--- config.mk ---
export PLATFORM = sky130hd
export DESIGN_NAME = lsu_queue_flat
export DESIGN_NICKNAME = d
export VERILOG_FILES = /design/src/rtl/lsu_queue_if.sv /design/src/rtl/lsu_queue.sv /design/src/flat_wrapper.sv
export SDC_FILE = /design/constraint.sdc
export NUM_CORES = 1
export LEC_CHECK = 0
export ABC_AREA = 1
export CAP_MARGIN = 20
export CORE_MARGIN = 2
export CORE_UTILIZATION = 50
export CTS_CLUSTER_DIAMETER = 120
export DETAILED_ROUTE_END_ITERATION = 10
export PLACE_DENSITY = 0.79
export SLEW_MARGIN = 15
export SYNTH_ARGS = -nofsm -noshare
export SYNTH_HDL_FRONTEND = slang
export SYNTH_SLANG_ARGS = --single-unit
--- constraint.sdc ---
create_clock -name clk -period 7.8 [get_ports clk]
set_input_delay 1.56 -clock clk [delete_from_list [all_inputs] [get_ports clk]]
set_output_delay 1.56 -clock clk [all_outputs]
set_load 0.01 [all_outputs]
--- src/rtl/lsu_queue_if.sv ---
// Bundle of issue, memory and write-back signals between the register manager,
// the data memory and the load/store queue. The queue connects as slave; the
// surrounding system (or a bench) drives the master side.
interface lsu_queue_if #(
  parameter int XLEN = 32,
  parameter int RD_W = 5
);
  // issue side
  logic            req_v_i;
  logic            req_ok_o;
  logic            op_store;
  logic [1:0]      op_size;
  logic            op_unsigned;
  logic [XLEN-1:0] rs1;
  logic [XLEN-1:0] rs2;
  logic [XLEN-1:0] immediate;
  logic [RD_W-1:0] rd_i;
  // data memory side
  logic            mem_r_v;
  logic            mem_w_v;
  logic [XLEN-1:0] mem_adr;
  logic [XLEN-1:0] mem_data;
  logic [3:0]      mem_strobe;
  logic            mem_ready;
  logic            mem_res_v;
  logic [XLEN-1:0] mem_res;
  logic            mem_res_error;
  // write-back side
  logic [XLEN-1:0] result;
  logic [RD_W-1:0] rd_o;
  logic            result_v;
  logic            result_we;
  logic            exception;
  logic            ok_i;

  modport slave (
    input  req_v_i, op_store, op_size, op_unsigned, rs1, rs2, immediate, rd_i,
    input  mem_ready, mem_res_v, mem_res, mem_res_error, ok_i,
    output req_ok_o, mem_r_v, mem_w_v, mem_adr, mem_data, mem_strobe,
    output result, rd_o, result_v, result_we, exception
  );

  modport master (
    output req_v_i, op_store, op_size, op_unsigned, rs1, rs2, immediate, rd_i,
    output mem_ready, mem_res_v, mem_res, mem_res_error, ok_i,
    input  req_ok_o, mem_r_v, mem_w_v, mem_adr, mem_data, mem_strobe,
    input  result, rd_o, result_v, result_we, exception
  );
endinterface

--- src/rtl/lsu_queue.sv ---
// In-order load/store queue. Requests go to memory combinationally in program
// order, up to DEPTH operations are tracked until their in-order responses
// arrive, and the oldest completed operation retires to write-back with its
// load data extracted and extended. Misaligned accesses are never sent to
// memory; they enter the queue already complete and flagged as faults.
module lsu_queue #(
  parameter int XLEN  = 32,
  parameter int DEPTH = 4,
  parameter int RD_W  = 5
) (
  input logic        clk,
  input logic        rst,
  lsu_queue_if.slave bus
);
  localparam int PTR_W = $clog2(DEPTH);
  localparam int CNT_W = PTR_W + 1;

  // queue control state
  logic [PTR_W-1:0] head_reg;
  logic [PTR_W-1:0] tail_reg;
  logic [CNT_W-1:0] count_reg;
  logic [DEPTH-1:0] done_reg;
  logic [DEPTH-1:0] err_reg;

  // per-entry payload
  logic [RD_W-1:0]  rd_mem    [DEPTH];
  logic [1:0]       size_mem  [DEPTH];
  logic [1:0]       off_mem   [DEPTH];
  logic             uns_mem   [DEPTH];
  logic             store_mem [DEPTH];
  logic [XLEN-1:0]  data_mem  [DEPTH];

  // ---------------------------------------------------------------- issue
  logic [XLEN-1:0] adr;
  logic [1:0]      off;
  logic            is_byte;
  logic            is_half;
  logic            mis;
  logic            full;
  logic            push;
  logic [3:0]      strobe;
  logic [XLEN-1:0] store_data;

  assign adr     = bus.rs1 + bus.immediate;
  assign off     = adr[1:0];
  assign is_byte = (bus.op_size == 2'd0);
  assign is_half = (bus.op_size == 2'd1);
  // size 3 is treated as a word, so anything that is not byte/half needs off==0
  assign mis     = (is_half & off[0]) | (~is_byte & ~is_half & (off != 2'd0));
  assign full    = (count_reg == CNT_W'(DEPTH));

  // Lane placement of store bytes and their enables.
  always_comb begin
    strobe     = 4'b1111;
    store_data = bus.rs2;
    if (is_byte) begin
      strobe     = 4'b0001 << off;
      store_data = {(XLEN/8){bus.rs2[7:0]}};
    end else if (is_half) begin
      strobe     = 4'b0011 << off;
      store_data = {(XLEN/16){bus.rs2[15:0]}};
    end
  end

  assign bus.mem_r_v    = ~rst & bus.req_v_i & ~bus.op_store & ~mis & ~full;
  assign bus.mem_w_v    = ~rst & bus.req_v_i &  bus.op_store & ~mis & ~full;
  assign bus.req_ok_o   = ~rst & bus.req_v_i & ~full & (mis | bus.mem_ready);
  assign bus.mem_adr    = rst ? '0 : adr;
  assign bus.mem_data   = rst ? '0 : store_data;
  assign bus.mem_strobe = rst ? 4'b0000 : strobe;
  assign push           = bus.req_ok_o;

  // ------------------------------------------------------------- response
  logic             resp_found;
  logic [PTR_W-1:0] resp_idx;
  logic             resp_apply;

  // Oldest occupied entry still waiting for memory; misaligned entries are
  // already done and are skipped. Only registered state is searched, so a
  // response can never land on an entry pushed in the same cycle.
  always_comb begin
    resp_found = 1'b0;
    resp_idx   = '0;
    for (int i = 0; i < DEPTH; i++) begin
      if (!resp_found && (CNT_W'(i) < count_reg) && !done_reg[head_reg + PTR_W'(i)]) begin
        resp_found = 1'b1;
        resp_idx   = head_reg + PTR_W'(i);
      end
    end
  end

  // A response with nothing pending (e.g. one that outlived a reset) is dropped.
  assign resp_apply = ~rst & bus.mem_res_v & resp_found;

  // --------------------------------------------------------------- retire
  logic [XLEN-1:0] head_shift;
  logic [XLEN-1:0] head_ext;
  logic            head_err;
  logic            head_store;
  logic            head_uns;
  logic            result_v;
  logic            pop;

  assign head_shift = data_mem[head_reg] >> {off_mem[head_reg], 3'b000};
  assign head_err   = err_reg[head_reg];
  assign head_store = store_mem[head_reg];
  assign head_uns   = uns_mem[head_reg];

  // Pick the addressed byte/half out of the response word and extend it.
  always_comb begin
    head_ext = data_mem[head_reg];
    case (size_mem[head_reg])
      2'd0:    head_ext = {{(XLEN-8){head_shift[7] & ~head_uns}}, head_shift[7:0]};
      2'd1:    head_ext = {{(XLEN-16){head_shift[15] & ~head_uns}}, head_shift[15:0]};
      default: head_ext = data_mem[head_reg];
    endcase
  end

  assign result_v      = ~rst & (count_reg != '0) & done_reg[head_reg];
  assign pop           = result_v & bus.ok_i;
  assign bus.result_v  = result_v;
  assign bus.result_we = result_v & ~head_store & ~head_err;
  assign bus.exception = result_v & head_err;
  assign bus.rd_o      = result_v ? rd_mem[head_reg] : '0;
  assign bus.result    = (result_v & ~head_store & ~head_err) ? head_ext : '0;

  // Pointers, occupancy and completion flags; reset discards every entry.
  always_ff @(posedge clk) begin
    if (rst) begin
      head_reg  <= '0;
      tail_reg  <= '0;
      count_reg <= '0;
      done_reg  <= '0;
      err_reg   <= '0;
    end else begin
      // push targets a free slot and the response an occupied one, so the
      // two writes to done/err never collide
      if (push) begin
        done_reg[tail_reg] <= mis;
        err_reg[tail_reg]  <= mis;
        tail_reg           <= tail_reg + 1'b1;
      end
      if (resp_apply) begin
        done_reg[resp_idx] <= 1'b1;
        err_reg[resp_idx]  <= bus.mem_res_error;
      end
      if (pop) begin
        head_reg <= head_reg + 1'b1;
      end
      count_reg <= count_reg + CNT_W'(push) - CNT_W'(pop);
    end
  end

  // Entry payload capture; contents are only meaningful while occupied.
  always_ff @(posedge clk) begin
    if (push) begin
      rd_mem[tail_reg]    <= bus.rd_i;
      size_mem[tail_reg]  <= bus.op_size;
      off_mem[tail_reg]   <= off;
      uns_mem[tail_reg]   <= bus.op_unsigned;
      store_mem[tail_reg] <= bus.op_store;
    end
    if (resp_apply) begin
      data_mem[resp_idx] <= bus.mem_res;
    end
  end
endmodule

--- src/flat_wrapper.sv ---
// flat-port wrapper written by rule: the top's interface ports become plain ports
module lsu_queue_flat 
#(
  parameter int XLEN  = 32,
  parameter int DEPTH = 4,
  parameter int RD_W  = 5
)
  (clk, rst, bus_req_v_i, bus_op_store, bus_op_size, bus_op_unsigned, bus_rs1, bus_rs2, bus_immediate, bus_rd_i, bus_mem_ready, bus_mem_res_v, bus_mem_res, bus_mem_res_error, bus_ok_i, bus_req_ok_o, bus_mem_r_v, bus_mem_w_v, bus_mem_adr, bus_mem_data, bus_mem_strobe, bus_result, bus_rd_o, bus_result_v, bus_result_we, bus_exception);
  lsu_queue_if #(.XLEN(XLEN), .RD_W(RD_W)) bus_i ();
  input logic clk;
  input logic rst;
  input wire logic [$bits(bus_i.req_v_i)-1:0] bus_req_v_i;
  input wire logic [$bits(bus_i.op_store)-1:0] bus_op_store;
  input wire logic [$bits(bus_i.op_size)-1:0] bus_op_size;
  input wire logic [$bits(bus_i.op_unsigned)-1:0] bus_op_unsigned;
  input wire logic [$bits(bus_i.rs1)-1:0] bus_rs1;
  input wire logic [$bits(bus_i.rs2)-1:0] bus_rs2;
  input wire logic [$bits(bus_i.immediate)-1:0] bus_immediate;
  input wire logic [$bits(bus_i.rd_i)-1:0] bus_rd_i;
  input wire logic [$bits(bus_i.mem_ready)-1:0] bus_mem_ready;
  input wire logic [$bits(bus_i.mem_res_v)-1:0] bus_mem_res_v;
  input wire logic [$bits(bus_i.mem_res)-1:0] bus_mem_res;
  input wire logic [$bits(bus_i.mem_res_error)-1:0] bus_mem_res_error;
  input wire logic [$bits(bus_i.ok_i)-1:0] bus_ok_i;
  output wire logic [$bits(bus_i.req_ok_o)-1:0] bus_req_ok_o;
  output wire logic [$bits(bus_i.mem_r_v)-1:0] bus_mem_r_v;
  output wire logic [$bits(bus_i.mem_w_v)-1:0] bus_mem_w_v;
  output wire logic [$bits(bus_i.mem_adr)-1:0] bus_mem_adr;
  output wire logic [$bits(bus_i.mem_data)-1:0] bus_mem_data;
  output wire logic [$bits(bus_i.mem_strobe)-1:0] bus_mem_strobe;
  output wire logic [$bits(bus_i.result)-1:0] bus_result;
  output wire logic [$bits(bus_i.rd_o)-1:0] bus_rd_o;
  output wire logic [$bits(bus_i.result_v)-1:0] bus_result_v;
  output wire logic [$bits(bus_i.result_we)-1:0] bus_result_we;
  output wire logic [$bits(bus_i.exception)-1:0] bus_exception;
  assign bus_i.req_v_i = bus_req_v_i;
  assign bus_i.op_store = bus_op_store;
  assign bus_i.op_size = bus_op_size;
  assign bus_i.op_unsigned = bus_op_unsigned;
  assign bus_i.rs1 = bus_rs1;
  assign bus_i.rs2 = bus_rs2;
  assign bus_i.immediate = bus_immediate;
  assign bus_i.rd_i = bus_rd_i;
  assign bus_i.mem_ready = bus_mem_ready;
  assign bus_i.mem_res_v = bus_mem_res_v;
  assign bus_i.mem_res = bus_mem_res;
  assign bus_i.mem_res_error = bus_mem_res_error;
  assign bus_i.ok_i = bus_ok_i;
  assign bus_req_ok_o = bus_i.req_ok_o;
  assign bus_mem_r_v = bus_i.mem_r_v;
  assign bus_mem_w_v = bus_i.mem_w_v;
  assign bus_mem_adr = bus_i.mem_adr;
  assign bus_mem_data = bus_i.mem_data;
  assign bus_mem_strobe = bus_i.mem_strobe;
  assign bus_result = bus_i.result;
  assign bus_rd_o = bus_i.rd_o;
  assign bus_result_v = bus_i.result_v;
  assign bus_result_we = bus_i.result_we;
  assign bus_exception = bus_i.exception;
  lsu_queue #(.XLEN(XLEN), .DEPTH(DEPTH), .RD_W(RD_W)) u_core (.clk(clk), .rst(rst), .bus(bus_i));
endmodule
* After elaboration in Yosys (flattened, before gate mapping)
Memory sizes are Yosys's and may differ from the RTL's. A register that Yosys moved wholly into a read port is not among the register bits.
Cells that the tools add are included.
** Word-level totals
- RAM bits :: 172
- Memories kept :: 6
- Bits in registers :: 15
** Memory list
- u_core.data_mem :: words 4, width 32, read ports 1, clocked after Yosys merged registers in 1, write ports 1, line lsu_queue.sv:31 : logic [XLEN-1:0] data_mem [DEPTH];
- u_core.rd_mem :: words 4, width 5, read ports 1, clocked after Yosys merged registers in 1, write ports 1, line lsu_queue.sv:26 : logic [RD_W-1:0] rd_mem [DEPTH];
- u_core.off_mem :: words 4, width 2, read ports 1, clocked after Yosys merged registers in 1, write ports 1, line lsu_queue.sv:28 : logic [1:0] off_mem [DEPTH];
- u_core.size_mem :: words 4, width 2, read ports 1, clocked after Yosys merged registers in 1, write ports 1, line lsu_queue.sv:27 : logic [1:0] size_mem [DEPTH];
- u_core.store_mem :: words 4, width 1, read ports 1, clocked after Yosys merged registers in 1, write ports 1, line lsu_queue.sv:30 : logic store_mem [DEPTH];
- u_core.uns_mem :: words 4, width 1, read ports 1, clocked after Yosys merged registers in 1, write ports 1, line lsu_queue.sv:29 : logic uns_mem [DEPTH];
** Cells by class
- Reductions and logical operators :: 20
- $lt $le $gt $ge :: 12
- Add/subtract/negate cells :: 7
- Shift-type cells :: 3
- Bitwise operators :: 34
- Equal/unequal tests :: 3
- Multiplexer cells :: 57
** Operators by type and width (count)
- $mux W32 :: 5
- $pmux W32 S2 :: 1
- $mux W4 :: 9
- $add A32 B32 Y32 :: 1
- $mux W2 :: 16
- $shr A32 B5 Y16 :: 1
- $and A1 B1 Y1 :: 22
- $lt A2 B3 Y1 const B :: 6
- $mux W1 :: 15
- $bwmux W4 :: 3
- $bmux W1 S2 :: 5
- $logic_and A1 B1 Y1 :: 9
- $not A1 Y1 :: 9
- $logic_not A1 Y1 :: 7
- $lt A1 B3 Y1 const A :: 2
- $lt A2 B3 Y1 const A :: 2
- $mux W5 :: 1
- $add A2 B1 Y2 const B :: 2
- $add A2 B2 Y2 const B :: 2
- $demux W1 S2 :: 2
- $eq A2 B1 Y1 const B :: 2
- $ge A2 B1 Y1 const B :: 2
- $logic_not A2 Y1 :: 2
- $or A4 B4 Y4 :: 1
- other kinds (8) :: 9

* Logic depth before layout (Yosys ltp)
Gate-level depths: netlist (run 1).
- Word-level depth :: 23
- Mapped depth :: 15
- Depth with buffers taken out :: 14

* Worst setup path after synthesis (run 1)
No wires, ideal clock.
- Kind :: input-to-output
- Start :: in bus_immediate[0]
- End :: out bus_mem_adr[28]
- Arrival time :: 3223 ps
- Path buffers :: 0
- Cell stages on the path :: 12
- Required time :: 6240 ps
- Path slack :: 3017 ps
- Path through :: ha_1 inv_1 fa_1 o21ai_1 a21oi_1 o21ai_1 nand2_1 nand2_1 nand2_1 nand3_1 nand2_1 nor2_1
** Between the ends
- Longest elaborated chain between the ends :: 2
** RTL lines
- from (decl) :: line flat_wrapper.sv:18 : input wire logic [$bits(bus_i.immediate)-1:0] bus_immediate;
- $add A32 B32 Y32 :: line lsu_queue.sv:44 : assign adr = bus.rs1 + bus.immediate;
- $mux W32 :: line lsu_queue.sv:68 : assign bus.mem_adr = rst ? '0 : adr;
- to (decl) :: line flat_wrapper.sv:28 : output wire logic [$bits(bus_i.mem_adr)-1:0] bus_mem_adr;
Every way passes these cells.

* Final worst setup path (run 1)
- Start :: in bus_immediate[0]
- End :: out bus_mem_adr[20]
Same word-level chain as after synthesis.

==> results.md, run 1 <==
- Core Box Area: 22600 µm²
- HP Class: flop to flop
- Vias: 10286
- Worst-Skew Late Latency: 0.44 ns
- Power share of the clock group: 31.4%
- Initial antenna violation count: 2
- Yosys reg bits: 189
- Largest regs: u_core.data_mem: 128 flops, u_core.rd_mem: 20 flops
- Switching portion of total power: 29.2%
- Power Density: 179 nW/µm²
- Multiplexer share of the synthesized area: 0%
- Worst-margin pin slew: 1.08 ns
- Final hold violation count: 0
- Initial Util: 50.7%
- DRC viols: 0
- Commonest cells post-synth: nand2_1, edfxtp_1, nor2_1, a21oi_1, inv_1
- Fmax achieved: 0.165 GHz
- Seq/Total Area, Yosys: around half
- Routed length on met3: between 2000 and 3000 µm
- Largest reg by FF count: u_core.data_mem
- Row count: 55
- Fraction of layout cells with a size suffix above 1: 5.87%
- Worst-case clock buffer depth: 2
- XOR/XNOR share of the synthesized area: under 10%
- Adder-cell share of the synthesized area: under 10%
- Slew Limit Fails: 0
- Post-synth top area cell: edfxtp_1
- Cell area after synthesis: 11400 µm²
- H-tree depth: 4
- Top post-synthesis cells by area: edfxtp_1, nand2_1, a21oi_1
- Avg Inst Size Synth: 8.39 µm²
- Netlist cell types: 53
- First-pass GRT wire length: just under 50000 µm
- Placed cells: about 1900
- Drt initial violations: around 800
- Post-CTS setup repair buffer count: 0
- Top cell type's share of synthesized area: 45.1%
- HPWL Detailed: about 23000 µm
- CTS buffer count: 17
- Post-synthesis async set-or-reset flop share: 0%
- Peak VDD IR: around 0.17 mV
- Number of iterations in the first detailed-routing pass: 5
- Compound-Gate Fraction of Synth Area: 14.2%
- Worst-path clk slew: approximately 0.070 ns
- Unrepaired setup endpoints after global routing: no
- Die width: 155 µm
- ANT nets after route: 0
- Psw: ~770 µW
- Setup_tns: 0 ns
- Total grt overflow: 0
- DR WL/cell: 17.1 µm
- Top routing layer in use: met5
- CP endpoint kind: primary output
- Synthesis-to-layout area growth: 27.9%
- Max Cap Violations: 0
- Root buf cell: clkbuf_16
- Routed wl met2: 15500 µm
- Vias in the first global route: 9628
- Simple-Gate Fraction of Synth Area: between 20% and 30%
- Nets: 1778
- Internal power: 1860 µW
- Synthesized instance count: approximately 1400
- Post-synth EDFFs: roughly 170
- Main combinational cell family by area after synthesis: simple AND/OR/NAND/NOR gates
- CP Launch Type: input pin
- Post-cts resize count: 0
- CTS Hold Buffers Added: 0
- Clk_skew: 0.0131 ns
- Combinational Power Share: 24.1%
- Die area: 24100 µm²
- Most common cell in the netlist: nand2_1
- Crit path arrival time: 4.50 ns
- PortBufs: 254
- GPL Wtd Cong: between 0.9 and 1
- WL final: 32200 µm
- Static leakage: 0.00586 µW
- Vias per inst: about 5.4
- Crit Path Class: input pin to primary output
- Status: complete, no violations
- Post-layout min period: 6.06 ns
- Reg power frac: 44.5%
- Wl on met1: 12700 µm
- Finish-stage setup viols: 0
- Part of the cycle the worst path needs: 77.6%
- # IOs: 255
- Synth warn: 0
- Ys flop type: edfxtp_1
- CTS tree: yes
- Pin count of the biggest net entering global routing: between 100 and 150
- Tot GR Track Use: roughly a quarter
- Max reg flops: ~130
- Die height: 155 µm
- Critical path required time: 6.24 ns
- Syn_nets: 1554
- CP max FO: 5
- Max_slew headroom: 28.1%
- CTS sink cnt: 189
- Fin cells: 1888
==> area by class of cell <==
| cell class | count | area [µm²] |
|---|---|---|
| antenna | 1 | 2.50 |
| clock buffer | 18 | 429 |
| sequential | 189 | 5510 |
| multi-input combinational | 981 | 5090 |
| tap | 285 | 357 |
| clock inverter | 14 | 133 |
| inverter | 141 | 539 |
| timing repair buffer | 259 | 2570 |
| fill | 1899 | 7930 |
==> power by group through the flow <==
stage	clock (µW)	combinational, µW	sequential [µW]
after floorplan	0	376	1180
after global placement	0	616	1190
after detailed placement	0	625	1190
after CTS	832	630	1170
after global routing	873	695	1170
final	825	634	1170
==> cell families (layout without fill, tap and decap cells) <==
kind of cell    Yosys count  after routing
xor+xnor                 15             15
flops                   189            189
fa+ha+maj                45             45
other cells               0              1
buf+inv                 195            432
simple gates            638            638
compound gates          283            283
==> layout by cell type (no fill, tap or decap), types with 4 or more instances in the layout <==
cell type,instances
a21o_1,4
a21oi_1,138
a31oi_1,12
a32o_1,15
buf_4,5
clkbuf_16,17
clkdlybuf4s50_1,253
clkinv_1,4
clkinv_4,4
dfxtp_1,16
edfxtp_1,172
ha_1,43
inv_1,128
inv_2,7
inv_4,4
inv_6,5
nand2_1,347
nand2_2,10
nand2_4,4
nand3_1,81
nand3_2,8
nand4_1,8
nor2_1,143
nor2_2,13
nor2_4,4
nor3_1,6
nor4_1,5
o211ai_1,8
o21ai_0,81
o21ai_1,5
o21bai_1,6
xnor2_1,6
xor2_1,9
==> path summary, 6_finish.rpt <==
kind                            slack [ns]  cells after the start                endpoint               start
worst max-delay path                  1.74                     14         bus_mem_adr[20]    bus_immediate[0]
worst min-delay path                  0.54                      2      u_core.tail_reg[1]  u_core.tail_reg[1]
worst max register to register        4.70                     10  u_core.data_mem[2][28]  u_core.head_reg[0]
worst min register to register        0.54                      2      u_core.tail_reg[1]  u_core.tail_reg[1]
==> through the flow <==
| stage | utilization (%) | area (µm²) | setup WS, ns | power, µW | hold slack, ns |
|---|---|---|---|---|---|
| after CTS | 64.8 | 14600 | 1.78 | 2630 | 0.543 |
| after detailed placement | 62.4 | 14100 | 1.79 | 1810 | 0.532 |
| after global routing | 64.9 | 14600 | 1.56 | 2740 | 0.590 |
| after floorplan | - | 11400 | 3.02 | 1560 | 0.490 |
| after global placement | 62.4 | 14100 | 1.85 | 1800 | 0.512 |
| final | 64.9 | 14600 | 1.74 | 2630 | 0.543 |
==> critical path: stages <==
cell and delay, ns:
clkdlybuf4s50_1 0.47, ha_1 0.17, inv_1 0.06, fa_1 0.40
o21ai_1 0.22, a21oi_1 0.15, o21ai_1 0.33, nand2_1 0.09
nand2_1 0.15, nand2_1 0.07, nand2_1 0.09, nor2_1 0.05
nor2_1 0.13, clkdlybuf4s50_1 0.55
==> routing by layer <==
metal	vias up	track usage, %
li1	5082	-
met1	4679	31.1
met2	458	45.1
met3	65	6.85
met4	2	10.9
met5	-	0
No activity file was read; power rests on OpenSTA's default activity.
==> run 2: changes to the inputs <==
Settings changed: CORE_UTILIZATION 50 to 47, PLACE_DENSITY 0.79 to 0.78.
Clock period 7.8 ns to 5.25 ns, I/O delays scaled along.
==> run 2 against run 1 <==
  * Clock power rose by 45%
  * Critical path depth did not move
  * Die area rose by 6.2%
  * Global-route usage fell by 1.1 points
  * Sequential share of layout area fell by 0.30 points
  * First-iteration DRC count fell by 18%
  * Non-clock buffer count rose by 10
  * Cell count rose by 2.6%
  * Sequential power rose by 48%
  * Clock skew rose by 0.0024 ns
  * Critical path type unchanged
  * Critical endpoint is now bus_mem_adr[30]
  * Largest cell class unchanged
==> results.md, run 2 (synthesis results as in run 1) <==
- Status: complete, no violations
- Post-cts resize count: 0 (unchanged)
- CTS Hold Buffers Added: 0 (unchanged)
- CP endpoint kind: primary output
- CTS sink cnt: 189 (unchanged)
- Unrepaired setup endpoints after global routing: no
- Max_slew headroom: 43.6% (+15 points)
- CTS tree: yes
- Vias: 10330 (+0.43%)
- Tot GR Track Use: 25.0% (-1.1 points)
- WL final: 32800 µm (+1.8%)
- Fraction of layout cells with a size suffix above 1: 6.58% (+0.71 points)
- Reg2reg path depth: 10 (unchanged)
- Core Box Area: 24100 µm² (+6.8%)
- Setup_tns: 0 ns (unchanged)
- Largest regs: u_core.data_mem: 128 flops, u_core.rd_mem: 20 flops
- Worst-Skew Late Latency: 0.43 ns (about the same)
- Fin cells: 1938 (+2.6%)
- Number of iterations in the first detailed-routing pass: 5 (unchanged)
- Pin count of the biggest net entering global routing: 72 (-33%)
- CTS buffer count: 17 (unchanged)
- Crit path arrival time: 3.96 ns (-0.54 ns)
- Commonest non-fill, non-tap cell in the layout: nand2_1
- Hold Path Cell Cnt: 2 (unchanged)
- Row count: 57 (+3.6%)
- GPL Wtd Cong: 0.997 (+3.0%)
- Fin area: 14800 µm² (+0.81%)
- DR WL/cell: 16.9 µm (-0.84%)
- Total grt overflow: 0 (unchanged)
- H-tree depth: 4 (unchanged)
- Die area: 25600 µm² (+6.2%)
- Initial Util: 47.5% (-3.2 points)
- Max reg flops: 128 (unchanged)
- Fmax achieved: ~0.20 GHz
- Die height: 160 µm (+3.1%)
- # IOs: 255 (unchanged)
- Worst-margin pin slew: 0.845 ns (-0.233 ns)
- Finished Core Util: 61.2% (-3.6 points)
- Part of the cycle the worst path needs: 95.3%
- Vias in the first global route: 9864 (+2.5%)
- Initial antenna violation count: 2 (unchanged)
- Post-CTS setup repair buffer count: 0 (unchanged)
- Final hold violation count: 0 (unchanged)
- Finish-stage setup viols: 0 (unchanged)
- Worst-case clock buffer depth: 2 (unchanged)
- Peak VDD IR: 0.223 mV (+29%)
- Synthesis-to-layout area growth: 28.9%
- PortBufs: 254 (unchanged)
- Die width: 160 µm (+3.1%)
- Clk_skew: 0.0155 ns (+0.00238 ns)
- Nets: 1788 (+0.56%)
- CP Launch Type: input pin
- Static leakage: 0.00591 µW (+0.76%)
- Post-layout min period: between 5 and 6 ns
- Placed cells: 1904 (+2.6%)
- ANT nets after route: 0 (unchanged)
- DRC viols: 0 (unchanged)
- Crit Path Class: input pin to primary output
- HPWL Detailed: 24100 µm (+2.9%)
- Post-DP Area: 14200 µm² (+0.88%)
- Max Cap Violations: 0 (unchanged)
- Worst-path clk slew: 0.08 ns (about the same)
- FILL cells: 2131 (+12%)
- First-pass GRT wire length: 50700 µm (+3.0%)
- Slew Limit Fails: 0 (unchanged)
- Drt initial violations: 673 (-18%)
- Root buf cell: clkbuf_16
- Power Density: 263 nW/µm² (+47%)
- CP max FO: 4 (-1)
- Vias per inst: 5.33 (-2.2%)
- Commonest non-fill, non-tap cells in the layout: nand2_1, clkdlybuf4s50_1, edfxtp_1, nor2_1, a21oi_1
- HP Class: flop to flop
- Critical path required time: 4.20 ns (-2.04 ns)
- Largest reg by FF count: u_core.data_mem
run 2: changes by cell type in the layout (fill, tap and decap cells not counted), sizes merged:
cell      before  now
inv          145  147
clkinvlp       0    3
bufinv         1    0
buf            6   16
diode          1    2
clkinv         9    5
run 2: metal layers:
metal	global-route usage (%)	up-vias	part of all wire (%)
met5	0	-	0.043
met4	8.76	2	2.9
met3	6.44	59	8.8
met2	43.5	446	49
met1	30.2	4728	40
li1	-	5095	-
run 2: cell type report:
cell class                 count  area [µm²]  share of cell area (%)
clock inverter                14         125                   0.848
tap                          324         405                    2.75
sequential                   189        5510                    37.3
clock buffer                  18         429                    2.91
inverter                     141         539                    3.65
antenna                        2        5.00                  0.0339
multi-input combinational    981        5090                    34.5
timing repair buffer         269        2650                    18.0
run 2: critical path: stages:
cell and delay [ns]:
clkdlybuf4s50_1 0.47, ha_1 0.17, inv_1 0.06, fa_1 0.40, o21ai_1 0.23, a21oi_1 0.16, o21bai_1 0.33, nand2_1 0.09
nand2_1 0.16, nand2_1 0.10, nand3_1 0.08, nand2_1 0.05, nor2_1 0.09, clkdlybuf4s50_1 0.54
run 2: path summary, 6_finish.rpt:
kind                           start                     end  slack, ns
hold reg to reg   u_core.tail_reg[1]      u_core.tail_reg[1]       0.54
setup reg to reg  u_core.head_reg[0]  u_core.data_mem[2][12]       2.26
hold / removal    u_core.tail_reg[1]      u_core.tail_reg[1]       0.54
setup / recovery          bus_rs1[0]         bus_mem_adr[30]       0.24
run 2: metrics by stage:
stage / setup slack [ns] / hold slack [ns] / power, µW
after global placement: 0.325 / 0.507 / 2700
final: 0.245 / 0.537 / 3880
after CTS: 0.261 / 0.537 / 3890
after global routing: 0.0486 / 0.570 / 4050
after floorplan: 1.49 / 0.490 / 2320
after detailed placement: 0.269 / 0.526 / 2710
run 2: power breakdown:
part	switching (µW)	leakage (µW)	internal [µW]
clock network	574	0.000263	622
registers	20.5	0.00169	1710
logic	560	0.00395	395
total	1150	0.00591	2730
